[src/rtl/traffic_light_ctrl.sv]
// traffic_light_ctrl: NS/EW six-phase light sequencer timed by an internal tick prescaler, with pedestrian green cut.
// Define TLC_FLASH_EN to flash both directions yellow while en=0 instead of freezing everything.
module traffic_light_ctrl #(
   parameter int DIV_RATIO = 50000000,
   parameter int GREEN_T   = 10,
   parameter int YELLOW_T  = 3,
   parameter int ALLRED_T  = 1,
   parameter int PED_MIN   = 2
) (
   input  logic       clk,
   input  logic       rst,
   input  logic       en,
   input  logic       ped_req,
   output logic       ped_ack,
   output logic       tick,
   output logic [2:0] light_ns,
   output logic [2:0] light_ew,
   output logic [2:0] phase,
   output logic [7:0] remain
);
   localparam int CW = $clog2(DIV_RATIO);
   localparam logic [CW-1:0] CNT_MAX = CW'(DIV_RATIO - 1);
   localparam logic [2:0] NS_GREEN  = 3'd0;
   localparam logic [2:0] NS_YELLOW = 3'd1;
   localparam logic [2:0] ALL_RED_A = 3'd2;
   localparam logic [2:0] EW_GREEN  = 3'd3;
   localparam logic [2:0] EW_YELLOW = 3'd4;
   localparam logic [2:0] ALL_RED_B = 3'd5;

   logic [CW-1:0] cnt;
   logic          run, step, pending, serve, is_green;
   logic [2:0]    nxt_phase;
   logic [7:0]    nxt_remain;

   function automatic logic [5:0] lights_of(input logic [2:0] p);
      return p == NS_GREEN  ? 6'b001_100 :
             p == NS_YELLOW ? 6'b010_100 :
             p == EW_GREEN  ? 6'b100_001 :
             p == EW_YELLOW ? 6'b100_010 : 6'b100_100;
   endfunction

   function automatic logic [7:0] dur_of(input logic [2:0] p);
      return (p == NS_GREEN  || p == EW_GREEN)  ? 8'(GREEN_T - 1)  :
             (p == NS_YELLOW || p == EW_YELLOW) ? 8'(YELLOW_T - 1) : 8'(ALLRED_T - 1);
   endfunction

   assign tick     = run && cnt == CNT_MAX;
   assign step     = tick && en;
   assign is_green = phase == NS_GREEN || phase == EW_GREEN;
   assign serve    = step && pending && remain == 8'd0 && (phase == NS_YELLOW || phase == EW_YELLOW);

   always_comb begin
      nxt_phase  = phase;
      nxt_remain = remain;
      if (step) begin
         if (is_green && pending && remain > 8'(PED_MIN - 1))
            nxt_remain = 8'(PED_MIN - 1);
         else if (remain != 8'd0)
            nxt_remain = remain - 8'd1;
         else begin
            nxt_phase  = phase == ALL_RED_B ? NS_GREEN : phase + 3'd1;
            nxt_remain = dur_of(nxt_phase);
         end
      end
   end

   // pending clears at the end of the ack cycle; a request arriving in that cycle is deliberately dropped
   always_ff @(posedge clk) begin
      if (!rst) begin
         cnt     <= '0;
         phase   <= NS_GREEN;
         remain  <= 8'(GREEN_T - 1);
         pending <= 1'b0;
         ped_ack <= 1'b0;
      end else begin
         if (run)
            cnt <= cnt == CNT_MAX ? '0 : cnt + 1'b1;
         phase   <= nxt_phase;
         remain  <= nxt_remain;
         ped_ack <= serve;
         pending <= ped_ack ? 1'b0 : (pending | ped_req);
      end
   end

`ifdef TLC_FLASH_EN
   logic flash_off;
   assign run = 1'b1;
   always_ff @(posedge clk) begin
      if (!rst) begin
         flash_off              <= 1'b0;
         {light_ns, light_ew}   <= 6'b001_100;
      end else if (en) begin
         flash_off              <= 1'b0;
         {light_ns, light_ew}   <= lights_of(nxt_phase);
      end else if (tick) begin
         flash_off              <= ~flash_off;
         {light_ns, light_ew}   <= flash_off ? 6'b000_000 : 6'b010_010;
      end
   end
`else
   assign run = en;
   always_ff @(posedge clk) begin
      if (!rst)
         {light_ns, light_ew} <= 6'b001_100;
      else
         {light_ns, light_ew} <= lights_of(nxt_phase);
   end
`endif
endmodule

[config.mk]
export PLATFORM = sky130hd
export DESIGN_NAME = traffic_light_ctrl
export DESIGN_NICKNAME = d
export VERILOG_FILES = /design/src/rtl/traffic_light_ctrl.sv
export SDC_FILE = /design/constraint.sdc
export NUM_CORES = 1
export LEC_CHECK = 0
export ABC_AREA = 0
export BUFFER_PORTS_ARGS = -buffer_cell sky130_fd_sc_hd__buf_2
export CORE_MARGIN = 1
export CORE_UTILIZATION = 37
export DETAILED_ROUTE_END_ITERATION = 10
export GPL_TIMING_DRIVEN = 0
export HOLD_SLACK_MARGIN = 0.1
export PLACE_DENSITY_LB_ADDON = 0.2
export SLEW_MARGIN = 40
export SYNTH_ARGS = -nofsm -noshare
export SYNTH_HDL_FRONTEND = slang
export SYNTH_SLANG_ARGS = --single-unit
[constraint.sdc]
create_clock -name clk -period 2.6 [get_ports clk]
set_clock_uncertainty 0.1 [all_clocks]
set_input_delay 0.13 -clock clk [delete_from_list [all_inputs] [get_ports clk]]
set_output_delay 0.13 -clock clk [all_outputs]
set_load 0.02 [all_outputs]
# Word level (Yosys, flattened, before mapping)
# Cells that the tools add are included.
# totals
ff_bits	45
inputBits	4
out_inout_bits	19
word_cells	58
# op_classes
addsub	3
order_cmp	1
n_eq_ne	11
muxes	12
n_bitwise	2
n_reduce_logical	20
# op_table
cell	n
$add A26 B1 Y26 const B	1
$eq A26 B26 Y1 const B	1
$mux W26	1
$mux W3	6
$mux W8	2
$eq A3 B3 Y1 const B	4
$eq A3 B1 Y1 const B	3
$eq A3 B2 Y1 const B	3
$logic_not A3 Y1	3
$gt A8 B1 Y1 const B	1
$logic_not A8 Y1	1
$reduce_bool A8 Y1	1
$sub A8 B1 Y8 const B	1
$logic_and A1 B1 Y1	7
$mux W5	1
$logic_or A1 B1 Y1	4
$mux W4	1
$reduce_or A2 Y1	2
$reduce_or A4 Y1	1
$add A3 B1 Y3 const B	1
$reduce_or A3 Y1	1
$mux W2	1
$not A1 Y1	1
$or A1 B1 Y1	1

# Longest topological paths before layout
# Gate-level depths: netlist (run 1).
# depth
word_depth	10
mapped_depth	9
depth_no_buf	7

# Least setup slack after synthesis (run 1)
# OpenSTA, ideal clock, no wires.
# synth_path
path_type	reg2reg
from	reg phase[0]
to	reg phase[1]
setup_ns	0.070
t_arrival_ns	2.032
required_time_ns	2.430
setup_slack_ns	0.398
path_stages_with_launch	8
path_buffers	1
synth_period_minus_slack_ns	2.202
cell_sequence	dfxtp_1 > clkbuf_1 > and2_1 > ha_1 > o211ai_1 > nand4_1 > or4_1 > a21oi_1
# synth_between
elab_chain_len	6
elab_cells_between_ends	11
classes_between	add/sub: 1; eq/ne: 2; mux: 4; reduce/logical: 4
# synth_lines
item	line_no	rtl
start, declared	18	output logic [2:0] phase,
start signal, assigned	78	phase <= nxt_phase;
parallel branches: the longest is 4 deep, another holds $add A3 B1 Y3	-	
$mux W3 (*)	56	if (is_green && pending && remain > 8'(PED_MIN - 1))
$mux W3 (*)	55	if (step) begin
# Mark *: on every way between the ends.
# A chain may end at the register's enable or synchronous reset.

# Worst setup path in the final report (run 1)
# layout_path
from	reg cnt[0]
to	out tick
# layout_between
elab_chain_len	2
# layout_lines
item	line_no	rtl
start, declared	30	logic [CW-1:0] cnt;
start signal, assigned	77	cnt <= cnt == CNT_MAX ? '0 : cnt + 1'b1;
$eq A26 B26 Y1	47	assign tick = run && cnt == CNT_MAX;
$logic_and A1 B1 Y1	47	
end, declared	15	output logic tick,
# Every way passes these cells.

==> results of run 1 <==
critical path: cells and delay by family, from the launching register on:
kind	cells	cell delay (ns)
flip-flops	1	0.37
AND/OR/NAND/NOR	3	0.92
buffers and inverters	3	0.40
adder cells (fa/ha/maj)	1	0.23
power groups by stage:
stage / Combinational [uW] / Clock (uW) / Sequential [uW]
2_1_floorplan: 23.3 / 0 / 712
3_3_place_gp: 31.3 / 0 / 713
3_5_place_dp: 31.2 / 0 / 714
4_1_cts: 33.8 / 532 / 697
5_1_grt: 40.8 / 560 / 698
6_report: 36.1 / 509 / 697
worst min-delay path by stage:
| stage | start | slack [ns] | end | cells past startpoint |
|---|---|---|---|---|
| finish | rst | 0.12 | remain[2]$_SDFFE_PN0N_ | 3 |
| floorplan | ped_req | 0.19 | pending$_SDFF_PP0_ | 2 |
| global route | rst | 0.15 | remain[4]$_SDFFE_PN0N_ | 3 |
| detailed placement | ped_req | 0.30 | pending$_SDFF_PP0_ | 3 |
| global placement | ped_req | 0.28 | pending$_SDFF_PP0_ | 3 |
| CTS | rst | 0.12 | remain[2]$_SDFFE_PN0N_ | 3 |
cell families (layout without fill, tap and decap cells):
kind of cell,after synthesis,count (layout),synth area share
flip-flops,45,45,0.3971
multiplexers,4,4,0.01765
AND/OR/NAND/NOR,136,136,0.3249
buffers and inverters,24,55,0.04688
adder cells (fa/ha/maj),5,5,0.02758
AO/OA/AOI/OAI,24,24,0.06619
XOR/XNOR,31,31,0.1197
final cells by class:
| cell class | count | area share |
|---|---|---|
| inverters | 12 | 0.01722 |
| multi-input cells | 200 | 0.4861 |
| flip-flops and latches | 45 | 0.3445 |
| repair buffers | 25 | 0.05359 |
| plain buffers | 11 | 0.02297 |
| well taps | 75 | 0.03589 |
| clock inverters | 2 | 0.01340 |
| clock buffers | 5 | 0.02632 |
what timing repair did:
action,4_1_cts,5_1_grt
setup endpoints to repair,0,29
endpoints found under the hold margin,6,0
gates resized for setup,0,3
buffers inserted,0,2
hold buffers,2,0
flip-flops by register name, indices dropped and copies added, names as in the netlist:
name,flops
light_ew,3
ped_ack,1
light_ns,3
phase,3
remain,8
cnt,26
pending,1
metal layers:
| layer | GRT usage | wire (um) |
|---|---|---|
| met1 | 0.2120 | 2436 |
| met2 | 0.2598 | 2132 |
| met3 | 0.03409 | 158 |
| met4 | 0.04286 | 34 |
| met5 | 0 | 0 |
stage by stage:
| stage | instance area (um2) | hold slack [ns] |
|---|---|---|
| 2_1_floorplan | 2268 | 0.1923 |
| 6_report | 2615 | 0.1172 |
| 3_3_place_gp | 2467 | 0.2846 |
| 3_5_place_dp | 2467 | 0.2966 |
| 5_1_grt | 2615 | 0.1526 |
| 4_1_cts | 2591 | 0.1177 |
synth_stat cells (all sizes together) (2+ instances only):
cell type / count / area, um2
nand4: 12 / 75.07
inv: 12 / 45.04
nor2: 40 / 150.1
and2: 3 / 18.77
dfxtp: 45 / 900.9
nor3: 13 / 65.06
nand4b: 2 / 17.52
or4: 3 / 26.27
clkbuf: 6 / 22.52
nor2b: 3 / 18.77
xnor2: 20 / 175.2
nor4b: 3 / 26.28
a21oi: 8 / 40.04
nor4bb: 3 / 30.03
o21ai: 6 / 30.02
xor2: 11 / 96.34
and4: 4 / 36.29
ha: 5 / 62.56
or3: 3 / 20.02
mux2i: 4 / 40.04
nor4: 6 / 52.55
o31ai: 3 / 22.52
nand2: 20 / 77.58
and3: 5 / 31.28
buf: 6 / 38.79
nand3: 11 / 55.05
nand3b: 2 / 15.01
cells in the final DEF, fill, tap and decap left out, types with 4 or more instances in the layout:
master	n
nor2_1	40
nand4_1	12
dfxtp_1	45
clkbuf_1	5
mux2i_1	4
xnor2_1	20
o21ai_0	5
ha_1	5
clkbuf_8	5
nand2_1	19
buf_2	24
nor4_1	5
nand3_1	11
nor3_1	11
and3_1	5
a21oi_1	8
xor2_1	11
inv_1	12
==> results.sh, run 1 <==
export IMPL_status="finished clean"
export IMPL_ys_warn_count=0
export IMPL_yosysSeqAreaShare=0.3971
export IMPL_pin_count=23
export IMPL_area_growth_pct=15.28
export IMPL_drc=0
export IMPL_slew_viol_final=0
export IMPL_seq_area_um2=900.9
export IMPL_ys_types=45
export IMPL_drt_iter0_drc=122
export IMPL_reg2reg_depth=7
export IMPL_max_slew_worst_pin_slew_ns=0.4684
export IMPL_finalSetupViolCount=0
export IMPL_ys_async_sr_fraction=0
export IMPL_die_area_um2=6448
export IMPL_synth_area_um2=2268
export IMPL_r2r_end="phase[1]$_SDFF_PN0_"
export IMPL_avgViaCountPerCell=5.112
export IMPL_critPathLaunch="cnt[0]$_SDFFE_PN0P_"
export IMPL_crit_type="reg -> out"
export IMPL_cts_root_buf="clkbuf_8"
export IMPL_clock_latency_ns=0.29
export IMPL_htreeDepth=2
export IMPL_combinationalPowerShare=0.029
export IMPL_pre_cts_ws_ns=0.03530
export IMPL_grt_pass1_wl_mm=8.086
export IMPL_cp_end_kind="primary output"
export IMPL_grt_max_degree=14
export IMPL_finalCoreUtilization=0.4417
export IMPL_path_common_cell="buf_2"
export IMPL_cts_tree="built"
export IMPL_cp_start_kind="register"
export IMPL_place_congestion=0.8250
export IMPL_p_sw_uw=254.7
export IMPL_initial_core_util=0.3831
export IMPL_dp_cells=365
export IMPL_multi_input_area_um2=1271
export IMPL_die_h_um=80.30
export IMPL_timing_rr_start="phase[0]$_SDFF_PN0_"
export IMPL_diodes=0
export IMPL_cap_violations=0
export IMPL_finalHoldViolations=0
export IMPL_cts_buffers=5
export IMPL_relSlewSlack=0.6853
export IMPL_synth_cells=269
export IMPL_layout_setup_ws_ns=0.1607
export IMPL_pwr_share_seq=0.561
export IMPL_dp_hpwl_mm=3.389
export IMPL_synth_edf_count=0
export IMPL_cpPeakStageDelay_ns=0.60
export IMPL_crit_chain="ha_1 > nand3_1 > or2_0 > buf_2 > or3_2 > inv_1 > buf_2"
export IMPL_grt_antenna_before_repair=0
export IMPL_synth_seq_cells=45
export IMPL_fill_cells=619
export IMPL_hold_path_class="in -> reg"
export IMPL_p_sw_frac=0.2050
export IMPL_crit_required_ns=2.37
export IMPL_cp_max_fo=7
export IMPL_vdd_drop_max_mv=0.3017
export IMPL_finalNonFillerCells=375
export IMPL_rrSetupSlack_ns=0.17
export IMPL_rows=28
export IMPL_fin_nets=309
export IMPL_cts_clk_slew_worst_paths_ns=0.08
export IMPL_die_w_um=80.30
export IMPL_period_needed_ns=2.439
export IMPL_clockBufferDepth=2
export IMPL_drt_total_wl_mm=4.761
export IMPL_drive_above_1_share=0.1467
export IMPL_slowest_stage="or3_2"
export IMPL_critPathArrivalTime_ns=2.21
export IMPL_num_vias=1917
export IMPL_synth_avg_cell_area_um2=8.433
export IMPL_ant_nets=0
export IMPL_endpoint="tick"
export IMPL_rsz0062_at_grt="true"
export IMPL_core_area_um2=5921
export IMPL_grt_pass1_vias=1798
export IMPL_synthFlopType="dfxtp_1"
export IMPL_dr_pass1_iters=4
export IMPL_wl_per_cell_um=12.70
export IMPL_synth_nets=278
export IMPL_power_uw=1243
export IMPL_clockPowerShare=0.410
export IMPL_fmax_ghz=0.4100
export IMPL_setup_tns_ns=0
export IMPL_overflow=0
export IMPL_power_density_nw_per_um2=475.2
export IMPL_grt_usage=0.1596
export IMPL_fin_crit_sh=0.9382
export IMPL_io_buffers=21
export IMPL_p_int_uw=988.0
export IMPL_p_leak_uw=0.0009519
export IMPL_clkSinkCount=45
Power figures use the tool's default switching activity.
==> run 2, diff against run 1 <==
Settings changed: ABC_AREA 0 to 1, BUFFER_PORTS_ARGS -buffer_cell sky130_fd_sc_hd__buf_2 to -buffer_cell sky130_fd_sc_hd__buf_4, HOLD_SLACK_MARGIN 0.1 to not set.
==> run 2 against run 1 <==
Against the previous run:
- largest cell class unchanged
- critical endpoint is now light_ew[2]$_SDFF_PP1_
- die area up 11%
- clock power down 16%
- count of clock-buffer cells in the layout increased by 1
- sequential share of layout area shrank 3.0 points
- register-to-register slack gained 0.36 ns
- via count up 23%
- critical path type is now reg -> reg
- utilization up 0.25 points
- cell count increased by 26%
- flip-flop and latch count unchanged
- synthesized cell count is 36% higher
- global-route usage increased by 0.89 points
==> results.sh, run 2 <==
export IMPL_die_h_um=84.69
export IMPL_yosysSeqAreaShare=0.3561
export IMPL_cp_start_kind="register"
export IMPL_area_growth_pct=13.40
export IMPL_drc=0
export IMPL_clock_latency_ns=0.30
export IMPL_rsz0062_at_grt="false"
export IMPL_drt_total_wl_mm=5.678
export IMPL_pin_count=23
export IMPL_synth_top_family_by_area="simple AND/OR/NAND/NOR gates"
export IMPL_pwr_share_seq=0.598
export IMPL_cp_max_fo=7
export IMPL_slew_viol_final=0
export IMPL_crit_chain="inv_1 > ha_1 > nor2_1 > nor2_1 > nand2_1 > nand3_2 > nand2_1 > nand2_1 > nand2_2 > nand2_1 > nor2_1 > nand2_2 > nand2_1 > inv_1"
export IMPL_ys_async_sr_fraction=0
export IMPL_p_int_uw=891.7
export IMPL_cap_violations=0
export IMPL_synth_edf_count=0
export IMPL_grt_usage=0.1685
export IMPL_yosys_cell_count_top_type="nand2_1"
export IMPL_wl_per_cell_um=12.03
export IMPL_path_common_cell="nand2_1"
export IMPL_fin_nets=403
export IMPL_synth_cells=366
export IMPL_diodes=0
export IMPL_finalSetupViolCount=0
export IMPL_combinationalPowerShare=0.035
export IMPL_period_needed_ns=2.072
export IMPL_fin_crit_sh=0.7971
export IMPL_dr_pass1_iters=6
export IMPL_power_density_nw_per_um2=406.0
export IMPL_p_sw_uw=273.0
export IMPL_cts_tree="built"
export IMPL_cts_root_buf="clkbuf_8"
export IMPL_synth_compound_area_frac=0.1241
export IMPL_rows=29
export IMPL_regMostFlops="cnt"
export IMPL_ys_top_cells_by_count="nand2_1 (84), dfxtp_1 (45), inv_1 (38)"
export IMPL_synth_seq_cells=45
export IMPL_hold_path_class="in -> reg"
export IMPL_place_congestion=0.8213
export IMPL_grt_pass1_wl_mm=9.791
export IMPL_synthMuxAreaShare=0
export IMPL_grt_pass1_vias=2132
export IMPL_final_cell_mix="nand2_1 (84), dfxtp_1 (45), inv_1 (38), nor2_1 (36)"
export IMPL_grt_max_degree=14
export IMPL_htreeDepth=2
export IMPL_synthFlopType="dfxtp_1"
export IMPL_core_area_um2=6459
export IMPL_clockPowerShare=0.366
export IMPL_synth_simple_area_share=0.3813
export IMPL_synth_xor_area_frac=0.02077
export IMPL_finalHoldViolations=0
export IMPL_avgViaCountPerCell=5.002
export IMPL_yosysTopAreaCell="dfxtp_1"
export IMPL_synth_area_um2=2530
export IMPL_ys_top_cells_by_area="dfxtp_1 (36%), nand2_1 (12%), inv_1 (5.6%), nor2_1 (5.3%), a21oi_1 (4.4%)"
export IMPL_synthAdderAreaFrac=0.02473
export IMPL_clkSinkCount=45
export IMPL_synth_avg_cell_area_um2=6.912
export IMPL_cts_buffers=5
export IMPL_io_buffers=20
export IMPL_die_area_um2=7172
export IMPL_crit_required_ns=2.70
export IMPL_crit_type="reg -> reg"
export IMPL_fmax_ghz=0.4825
export IMPL_cts_clk_slew_worst_paths_ns=0.09
export IMPL_setup_tns_ns=0
export IMPL_ys_warn_count=0
export IMPL_cpPeakStageDelay_ns=0.39
export IMPL_finalCoreUtilization=0.4442
export IMPL_status="finished clean"
export IMPL_synth_top_area_share=0.3561
export IMPL_cp_end_kind="register"
export IMPL_vdd_drop_max_mv=0.1721
export IMPL_p_sw_frac=0.2344
export IMPL_grt_antenna_before_repair=0
export IMPL_max_slew_worst_pin_slew_ns=0.6378
export IMPL_hold_slack_ns=0.07588
export IMPL_largest_register_ffs=26
export IMPL_ant_nets=0
export IMPL_cp_top_family="simple AND/OR/NAND/NOR gates"
export IMPL_die_w_um=84.69
export IMPL_dp_hpwl_mm=4.320
export IMPL_relSlewSlack=0.5715
export IMPL_overflow=0
export IMPL_reg_top3="cnt: 26 flops, remain: 8 flops"
export IMPL_critPathArrivalTime_ns=2.18
export IMPL_num_vias=2361
export IMPL_synth_nets=375
export IMPL_ys_types=38
export IMPL_layout_commonest_cell="nand2_1"
export IMPL_drive_above_1_share=0.2076
export IMPL_drt_iter0_drc=92
export IMPL_p_leak_uw=0.001221
export IMPL_initial_core_util=0.3917
export IMPL_slowest_stage="dfxtp_1"
export IMPL_crit_buf_inv=2
export IMPL_clockBufferDepth=2
## run 2: cell count changes after synthesis, moves of 7 or more
cell,previous run,this run
nand3_1,11,18
inv_1,12,38
nor2_2,0,7
o21ai_0,5,13
nand2_1,19,84
inv_2,0,15
nand2_2,1,12
xnor2_1,20,2
a21oi_1,8,22
xor2_1,11,4
## run 2: cells by family (layout without fill, tap and decap cells)
family | count (synthesis) | in the layout
compound gates | 52 | 52
xor+xnor | 6 | 6
simple gates | 198 | 198
fa+ha+maj | 5 | 5
buf+inv | 60 | 89
flops | 45 | 45
## run 2: path summary, 6_finish.rpt
kind	slack (ns)	cells past startpoint	from	to
worst max-delay path	0.53	14	remain[0]$_SDFFE_PN1N_	light_ew[2]$_SDFF_PP1_
worst min-delay path	0.08	3	en	cnt[25]$_SDFFE_PN0P_
worst max register to register	0.53	14	remain[0]$_SDFFE_PN1N_	light_ew[2]$_SDFF_PP1_
worst min register to register	0.33	1	ped_ack$_SDFF_PN0_	pending$_SDFF_PP0_
## run 2: per-layer routing
| metal | part of all wire | up-vias | GRT usage |
|---|---|---|---|
| li1 | - | 1243 | - |
| met1 | 0.50 | 1066 | 0.2313 |
| met3 | 0.039 | 5 | 0.03540 |
| met4 | 0.0097 | 0 | 0.04160 |
| met2 | 0.45 | 47 | 0.2705 |
| met5 | 0 | - | 0 |
## run 2: power by group through the flow
stage / Clock, uW / Combinational, uW / Sequential [uW]
floorplan: 0 / 28.4 / 712
global placement: 0 / 39.6 / 713
detailed placement: 0 / 40.5 / 713
CTS: 443 / 41.8 / 697
global route: 472 / 46.4 / 698
finish: 426 / 41.3 / 697
## run 2: repair_timing
| item | CTS | global route |
|---|---|---|
| setup buffers | 0 | 0 |
| hold endpoints to repair | 1 | 0 |
| resized for setup | 0 | 0 |
| hold buffers | 1 | 0 |
## run 2: final cells by class
cell class | instances | area (um2)
fillers | 695 | 3590
plain buffers | 6 | 32.53
clock buffers | 6 | 72.57
well taps | 77 | 96.34
multi-input cells | 261 | 1394
flip-flops and latches | 45 | 900.9
clock inverters | 2 | 10.01
repair buffers | 21 | 160.2
inverters | 54 | 202.7
## run 2: stage by stage
step                total power (uW)  area, um2  cells  worst slack (ns)
detailed placement             753.7       2776    463            0.5760
CTS                             1182       2869    472            0.5416
global route                    1216       2869    472            0.2914
global placement               752.5       2776    463            0.5568
finish                          1165       2869    472            0.5276
floorplan                      740.4       2530    366            0.6465
## run 2: worst register-to-register path: stages (launching register included)
cell	delay [ns]
dfxtp_1	0.39
inv_1	0.11
ha_1	0.26
nor2_1	0.12
nor2_1	0.05
nand2_1	0.13
nand3_2	0.16
nand2_1	0.12
nand2_1	0.06
nand2_2	0.08
nand2_1	0.08
nor2_1	0.12
nand2_2	0.07
nand2_1	0.07
inv_1	0.03
